**config.mk**
```make
export PLATFORM = sky130hd
export DESIGN_NAME = pc_sequencer_flat
export DESIGN_NICKNAME = d
export VERILOG_FILES = /design/src/rtl/pc_sequencer_if.sv /design/src/rtl/pc_sequencer.sv /design/src/flat_wrapper.sv
export SDC_FILE = /design/constraint.sdc
export NUM_CORES = 1
export LEC_CHECK = 0
export ABC_AREA = 1
export ABC_CLOCK_PERIOD_IN_PS = 2300
export CAP_MARGIN = 20
export CORE_ASPECT_RATIO = 0.75
export CORE_MARGIN = 3
export CORE_UTILIZATION = 48
export CTS_CLUSTER_DIAMETER = 120
export CTS_CLUSTER_SIZE = 20
export DETAILED_ROUTE_END_ITERATION = 8
export HOLD_SLACK_MARGIN = 0.15
export PLACE_DENSITY = 0.86
export SLEW_MARGIN = 25
export SYNTH_ARGS = -nofsm -noshare
export SYNTH_HDL_FRONTEND = slang
export SYNTH_SLANG_ARGS = --single-unit
```
**constraint.sdc**
```tcl
create_clock -name CLK -period 2.3 [get_ports CLK]
set_input_delay 0.575 -clock CLK [delete_from_list [all_inputs] [get_ports CLK]]
set_output_delay 0.575 -clock CLK [all_outputs]
set_load 0.02 [all_outputs]
```
**src/rtl/pc_sequencer_if.sv**
```systemverilog
// Fetch-PC sequencer bus: stall/redirect/exception requests in, PC/EPC/status out.
// The master modport is the core side; the slave modport is the sequencer.
interface pc_sequencer_if #(
  parameter int unsigned ADDR_W  = 32,
  parameter int unsigned N_STALL = 2
);
  logic [N_STALL-1:0] Stall;
  logic               PCSrc;
  logic [ADDR_W-1:0]  Target;
  logic               Exception;
  logic               Call;
  logic               Ret;
  logic [ADDR_W-1:0]  PC;
  logic [ADDR_W-1:0]  PC_Plus_Step;
  logic [ADDR_W-1:0]  EPC;
  logic               Pending;
  logic               Misalign;
  logic               RAS_Empty;

  modport master (
    output Stall, PCSrc, Target, Exception, Call, Ret,
    input  PC, PC_Plus_Step, EPC, Pending, Misalign, RAS_Empty
  );

  modport slave (
    input  Stall, PCSrc, Target, Exception, Call, Ret,
    output PC, PC_Plus_Step, EPC, Pending, Misalign, RAS_Empty
  );
endinterface

```
**src/rtl/pc_sequencer.sv**
```systemverilog
// Parametrised fetch PC generator: stall hold, buffered redirect, exception vector with EPC.
// Optional return-address stack enabled by defining PC_RAS_EN.
module pc_sequencer #(
  parameter int unsigned       ADDR_W       = 32,
  parameter int unsigned       STEP         = 4,
  parameter logic [ADDR_W-1:0] RESET_VECTOR = '0,
  parameter logic [ADDR_W-1:0] EXC_VECTOR   = ADDR_W'(8),
  parameter int unsigned       N_STALL      = 2,
  parameter int unsigned       RAS_DEPTH    = 4
) (
  input  logic           CLK,
  input  logic           Reset,
  pc_sequencer_if.slave  bus
);

  typedef enum logic [1:0] {
    RUN    = 2'd0,
    HOLD   = 2'd1,
    HOLD_P = 2'd2
  } state_e;

  localparam logic [ADDR_W-1:0] LOW_MASK = ADDR_W'(STEP - 1);

  state_e            state_q, state_d;
  logic [ADDR_W-1:0] pc_q, pc_d;
  logic [ADDR_W-1:0] epc_q, epc_d;
  logic [ADDR_W-1:0] pend_q, pend_d;
  logic              mis_q, mis_d;

  logic              stall_s;
  logic [ADDR_W-1:0] step_pc_s;
  logic              redir_s;
  logic [ADDR_W-1:0] redir_raw_s;
  logic [ADDR_W-1:0] redir_tgt_s;
  logic              redir_mis_s;

  assign stall_s     = |bus.Stall;
  assign step_pc_s   = pc_q + ADDR_W'(STEP);
  assign redir_tgt_s = redir_raw_s & ~LOW_MASK;
  assign redir_mis_s = |(redir_raw_s & LOW_MASK);

`ifdef PC_RAS_EN
  localparam int unsigned PTR_W = (RAS_DEPTH > 1) ? $clog2(RAS_DEPTH) : 1;
  localparam int unsigned CNT_W = $clog2(RAS_DEPTH + 1);

  logic [ADDR_W-1:0] ras_q [RAS_DEPTH];
  logic [PTR_W-1:0]  sp_q, sp_d;
  logic [PTR_W-1:0]  top_idx_s, wr_idx_s;
  logic [CNT_W-1:0]  cnt_q, cnt_d;
  logic              ras_ok_s, pop_s, push_s;

  // Stack moves only on edges where the PC itself advances normally.
  assign ras_ok_s  = !stall_s && !bus.Exception;
  assign pop_s     = ras_ok_s && bus.Ret && (cnt_q != CNT_W'(0));
  assign push_s    = ras_ok_s && bus.Call;
  assign top_idx_s = sp_q - PTR_W'(1);

  // Redirect source: explicit PCSrc wins over a RAS return.
  always_comb begin
    redir_s     = bus.PCSrc || pop_s;
    redir_raw_s = ras_q[top_idx_s];
    if (bus.PCSrc) begin
      redir_raw_s = bus.Target;
    end else begin
      redir_raw_s = ras_q[top_idx_s];
    end
  end

  // Stack pointer/count update; simultaneous pop+push replaces the top entry.
  always_comb begin
    sp_d     = sp_q;
    cnt_d    = cnt_q;
    wr_idx_s = sp_q;
    if (pop_s && push_s) begin
      wr_idx_s = top_idx_s;
    end else if (pop_s) begin
      sp_d  = top_idx_s;
      cnt_d = cnt_q - CNT_W'(1);
    end else if (push_s) begin
      sp_d = sp_q + PTR_W'(1);
      if (cnt_q != CNT_W'(RAS_DEPTH)) begin
        cnt_d = cnt_q + CNT_W'(1);
      end else begin
        cnt_d = cnt_q;
      end
    end else begin
      sp_d = sp_q;
    end
  end

  // Stack pointer and occupancy registers.
  always_ff @(posedge CLK) begin
    if (Reset) begin
      sp_q  <= '0;
      cnt_q <= '0;
    end else begin
      sp_q  <= sp_d;
      cnt_q <= cnt_d;
    end
  end

  // Stack storage; contents need no reset since count gates every read.
  always_ff @(posedge CLK) begin
    if (push_s) begin
      ras_q[wr_idx_s] <= step_pc_s;
    end
  end

  assign bus.RAS_Empty = (cnt_q == CNT_W'(0));
`else
  logic unused_ras_s;

  // Without the stack, only explicit PCSrc redirects.
  always_comb begin
    redir_s     = bus.PCSrc;
    redir_raw_s = bus.Target;
  end

  assign unused_ras_s  = bus.Call ^ bus.Ret;
  assign bus.RAS_Empty = 1'b1;
`endif

  // Next-state priority: exception, stalled capture, stall hold, redirect, pending, step.
  always_comb begin
    state_d = state_q;
    pc_d    = pc_q;
    epc_d   = epc_q;
    pend_d  = pend_q;
    mis_d   = 1'b0;
    if (bus.Exception) begin
      epc_d   = pc_q;
      pc_d    = EXC_VECTOR;
      state_d = RUN;
    end else if (stall_s) begin
      if (redir_s) begin
        pend_d  = redir_tgt_s;
        mis_d   = redir_mis_s;
        state_d = HOLD_P;
      end else if (state_q == HOLD_P) begin
        state_d = HOLD_P;
      end else begin
        state_d = HOLD;
      end
    end else if (redir_s) begin
      pc_d    = redir_tgt_s;
      mis_d   = redir_mis_s;
      state_d = RUN;
    end else if (state_q == HOLD_P) begin
      pc_d    = pend_q;
      state_d = RUN;
    end else begin
      pc_d    = step_pc_s;
      state_d = RUN;
    end
  end

  // Architectural state registers.
  always_ff @(posedge CLK) begin
    if (Reset) begin
      state_q <= RUN;
      pc_q    <= RESET_VECTOR;
      epc_q   <= '0;
      pend_q  <= '0;
      mis_q   <= 1'b0;
    end else begin
      state_q <= state_d;
      pc_q    <= pc_d;
      epc_q   <= epc_d;
      pend_q  <= pend_d;
      mis_q   <= mis_d;
    end
  end

  assign bus.PC           = pc_q;
  assign bus.PC_Plus_Step = step_pc_s;
  assign bus.EPC          = epc_q;
  assign bus.Pending      = (state_q == HOLD_P);
  assign bus.Misalign     = mis_q;

endmodule
```
**src/flat_wrapper.sv**
```systemverilog
// flat-port wrapper written by rule: the top's interface ports become plain ports
module pc_sequencer_flat 
#(
  parameter int unsigned       ADDR_W       = 32,
  parameter int unsigned       STEP         = 4,
  parameter logic [ADDR_W-1:0] RESET_VECTOR = '0,
  parameter logic [ADDR_W-1:0] EXC_VECTOR   = ADDR_W'(8),
  parameter int unsigned       N_STALL      = 2,
  parameter int unsigned       RAS_DEPTH    = 4
)
  (CLK, Reset, bus_Stall, bus_PCSrc, bus_Target, bus_Exception, bus_Call, bus_Ret, bus_PC, bus_PC_Plus_Step, bus_EPC, bus_Pending, bus_Misalign, bus_RAS_Empty);
  pc_sequencer_if #(.ADDR_W(ADDR_W), .N_STALL(N_STALL)) bus_i ();
  input  logic CLK;
  input  logic Reset;
  input wire logic [$bits(bus_i.Stall)-1:0] bus_Stall;
  input wire logic [$bits(bus_i.PCSrc)-1:0] bus_PCSrc;
  input wire logic [$bits(bus_i.Target)-1:0] bus_Target;
  input wire logic [$bits(bus_i.Exception)-1:0] bus_Exception;
  input wire logic [$bits(bus_i.Call)-1:0] bus_Call;
  input wire logic [$bits(bus_i.Ret)-1:0] bus_Ret;
  output wire logic [$bits(bus_i.PC)-1:0] bus_PC;
  output wire logic [$bits(bus_i.PC_Plus_Step)-1:0] bus_PC_Plus_Step;
  output wire logic [$bits(bus_i.EPC)-1:0] bus_EPC;
  output wire logic [$bits(bus_i.Pending)-1:0] bus_Pending;
  output wire logic [$bits(bus_i.Misalign)-1:0] bus_Misalign;
  output wire logic [$bits(bus_i.RAS_Empty)-1:0] bus_RAS_Empty;
  assign bus_i.Stall = bus_Stall;
  assign bus_i.PCSrc = bus_PCSrc;
  assign bus_i.Target = bus_Target;
  assign bus_i.Exception = bus_Exception;
  assign bus_i.Call = bus_Call;
  assign bus_i.Ret = bus_Ret;
  assign bus_PC = bus_i.PC;
  assign bus_PC_Plus_Step = bus_i.PC_Plus_Step;
  assign bus_EPC = bus_i.EPC;
  assign bus_Pending = bus_i.Pending;
  assign bus_Misalign = bus_i.Misalign;
  assign bus_RAS_Empty = bus_i.RAS_Empty;
  pc_sequencer #(.ADDR_W(ADDR_W), .STEP(STEP), .RESET_VECTOR(RESET_VECTOR), .EXC_VECTOR(EXC_VECTOR), .N_STALL(N_STALL), .RAS_DEPTH(RAS_DEPTH)) u_core (.CLK(CLK), .Reset(Reset), .bus(bus_i));
endmodule
```
==> flow_summary.toml <==
[setup_path]
slowest_delay_ns = 0.37
cp_num_buf_inv = 3
worst_path_dominant_cell_family = "simple AND/OR/NAND/NOR gates"
crit_fanout = 5
critPathMostFrequentCell = "nand2_2"
crit_required_ns = 1.73
critPathSlowestCell = "dfxtp_2"
crit_type = "reg2out"
crit_path_start_kind = "flip-flop"
path_cells = "ha_4 > nand2_4 > nor2_4 > buf_12 > nand2_8 > buf_4 > nor2_4 > nand2_2 > nand2_2 > nand2_2 > buf_6"
setup.worst_path.end_class = "primary output"
arrival_ns = 1.95

[global_route]
grt_max_degree = 58
antenna_found_initial = 0
grt_pass1_wl_um = 27100
grt_pass1_vias = 5332
gr-total-overflow = 0
track_usage_pct = 30.3

[clock_tree]
holdBufCountCts = 0
clockBufferDepth = 2
cts-root-buf = "clkbuf_16"
cts_tree = "done"
cts_buffers = 9
path_clk_slew_ns = 0.07
cts.sinks = 97
cts_max_level = 3
clk_latency_ns = 0.35

[placed_design]
place_congestion = 0.940
portBuffers = 135
dpl.hpwl_um = 12300
place_ws_ns = -0.195

[timing]
finalWorstSetupSlack_ns = -0.221
fin_crit_sh_pct = 110
rsz0062_at_grt = "true"
finalSetupTns_ns = -2.26
max_freq_mhz = 397
final_max_slew_viol_count = 0
setup_viol = 20
min_period_ns = 2.52
fin_hold_ws_ns = 0.450
tightest_slew_ns = 0.532
fin_skew_ns = 0.0119
slew_headroom_pct = 64.5
finalHoldViolations = 0

[route]
vias = 6028
wl_per_cell_um = 17.1
routed_wl_um = 18700
final_antenna_net_count = 0
drt_first_pass_iters = 5
route.detailed.drc = 0
vias_per_cell = 5.53
drtIter0Drc = 828

[status]
outcome = "finished, violations left"
violations = "setup timing"

[run]
drv_cap = 0

[pwr]
vdd_drop_max_mv = 0.471
power_mw = 4.25
power_leakage_nw = 3.33
switching_share_pct = 26.6
combPwrFrac_pct = 16.7
clkPwrFrac_pct = 40.8
pwr-share-seq_pct = 42.4
p_sw_mw = 1.13
power_density_nw_per_um2 = 562
internal_power_mw = 3.12

[layout]
multi_input_area_um2 = 2780
syn_to_final_growth_pct = 52.3
fin_nets = 995
regArea_um2 = 1950
antenna_cells = 0
drive_above_1_share_pct = 21.6
fillers = 703

[floorplan]
die_area_um2 = 11600
core_um2 = 9890
die_h_um = 94.1
ios = 139
num_rows = 31
start_util_pct = 50.3
die_x_um = 124

[logic_synthesis]
synth_nets = 800
yosysSeqAreaShare_pct = 39.1
netlist-cell-type-count = 32
ys_ff_latch = 97
syn_area_um2 = 4970
synth_cells = 759
ys_warn_count = 0
syn_avg_cell_area_um2 = 6.55

[worst_hold_path]
hold_class = "reg2reg"
-- routing by layer --
metal / GRT usage (%) / vias up / part of all wire, %
met3: 6.56 / 59 / 12
met2: 45.3 / 398 / 44
met5: 0 / - / 0
li1: - / 2808 / -
met1: 43.5 / 2763 / 41
met4: 9.40 / 0 / 2.7
-- state kept, by name (all words and copies together) (netlist names) --
register             count
u_core.bus.Misalign      1
u_core.bus.PC           32
u_core.state_q           2
u_core.bus.EPC          32
u_core.pend_q           30
-- cells in the final DEF (no fill, tap or decap), types with 3 or more instances in the layout --
cell	Yosys	routed
o21bai_1	8	8
nor2_2	2	8
nand3_1	35	33
bufinv_16	0	3
buf_6	0	19
buf_2	11	6
nand2_4	2	3
o21ai_2	0	3
xor2_4	0	3
nand2_1	218	201
a21oi_1	65	65
clkdlybuf4s50_1	0	105
o21ai_0	99	95
buf_4	5	90
a31oi_1	5	5
inv_1	71	71
nand2_2	4	19
dfxtp_1	97	87
dfxtp_2	0	10
clkbuf_16	0	9
buf_12	0	3
a21oi_2	5	5
nor2_1	73	64
nor2_4	9	12
nand3b_1	4	4
-- cells by family (layout without fill, tap and decap cells) --
group,Yosys count,after routing,share of synthesized area [%]
AOI/OAI and AO/OA,183,183,19.4
xor gates and xnor gates,7,7,1.23
adders and majority gates,1,1,0.252
buffers and inverters,115,315,9.34
DFF,97,97,39.1
other,1,1,0.0754
and+or+nand+nor,355,355,30.6
-- cell type report --
cell class,instances,area share [%]
multi-input combinational,547,36.7
sequential,97,25.8
tap,132,2.18
clock buffer,10,3.02
inverter,73,3.62
clock inverter,6,1.50
timing repair buffer,226,27.1
-- per-stage QoR --
stage / util [%] / cell area (µm²) / instances
detailed placement: 69.3 / 6850 / 1055
global route: 76.5 / 7570 / 1091
global placement: 69.3 / 6850 / 1055
floorplan: - / 4970 / 759
CTS: 73.8 / 7300 / 1083
finish: 76.5 / 7570 / 1091
-- cell usage after synthesis --
library cell / count / area (µm²)
nor3_2: 1 / 10.0
ha_1: 1 / 12.5
clkinv_1: 1 / 3.75
nor2_4: 9 / 101
o21ai_0: 99 / 495
xnor2_1: 1 / 8.76
nor2_2: 2 / 12.5
nor2_1: 73 / 274
or2_1: 1 / 6.26
nand4_1: 1 / 6.26
buf_4: 5 / 37.5
a21oi_1: 65 / 325
nor2_8: 1 / 20.0
conb_1: 1 / 3.75
nand2_4: 2 / 22.5
and2_1: 2 / 12.5
dfxtp_1: 97 / 1940
o21bai_1: 8 / 60.1
nand3b_1: 4 / 30.0
a31oi_1: 5 / 31.3
a21oi_2: 5 / 43.8
buf_2: 11 / 55.1
nor3_1: 2 / 10.0
inv_2: 1 / 3.75
nand2_2: 4 / 25.0
nand2_1: 218 / 818
buf_1: 1 / 3.75
nand3_1: 35 / 175
o32ai_1: 1 / 8.76
clkbuf_1: 25 / 93.8
inv_1: 71 / 267
xor2_1: 6 / 52.6
-- power groups by stage --
stage	logic [mW]	registers (mW)	clock network, mW
floorplan	0.277	1.89	0
global placement	0.659	1.83	0
detailed placement	0.669	1.84	0
CTS	0.673	1.80	1.74
global route	0.760	1.81	1.80
finish	0.712	1.81	1.74
-- worst paths after layout --
path | start | end | slack, ns | cells after the start
hold reg to reg | u_core.pend_q[3]$_SDFFE_PP0P_ | u_core.pend_q[3]$_SDFFE_PP0P_ | 0.45 | 2
setup / recovery | u_core.bus.PC[3]$_SDFFE_PP0P_ | bus_PC_Plus_Step[30] | -0.22 | 11
setup reg to reg | u_core.bus.PC[3]$_SDFFE_PP0P_ | u_core.bus.PC[18]$_SDFFE_PP0P_ | 0.32 | 12
hold / removal | u_core.pend_q[3]$_SDFFE_PP0P_ | u_core.pend_q[3]$_SDFFE_PP0P_ | 0.45 | 2
-- timing repair --
action	CTS	global route
gates resized for setup	143	71
endpoints found under the setup margin	28	28
setup buffers	12	10
pin swaps	14	22
-- tightest hold or removal path, stage by stage (launching register included) --
cell and delay, ns:
dfxtp_1 0.30, inv_1 0.05, a21oi_1 0.06
(Power assumes the default switching activity.)
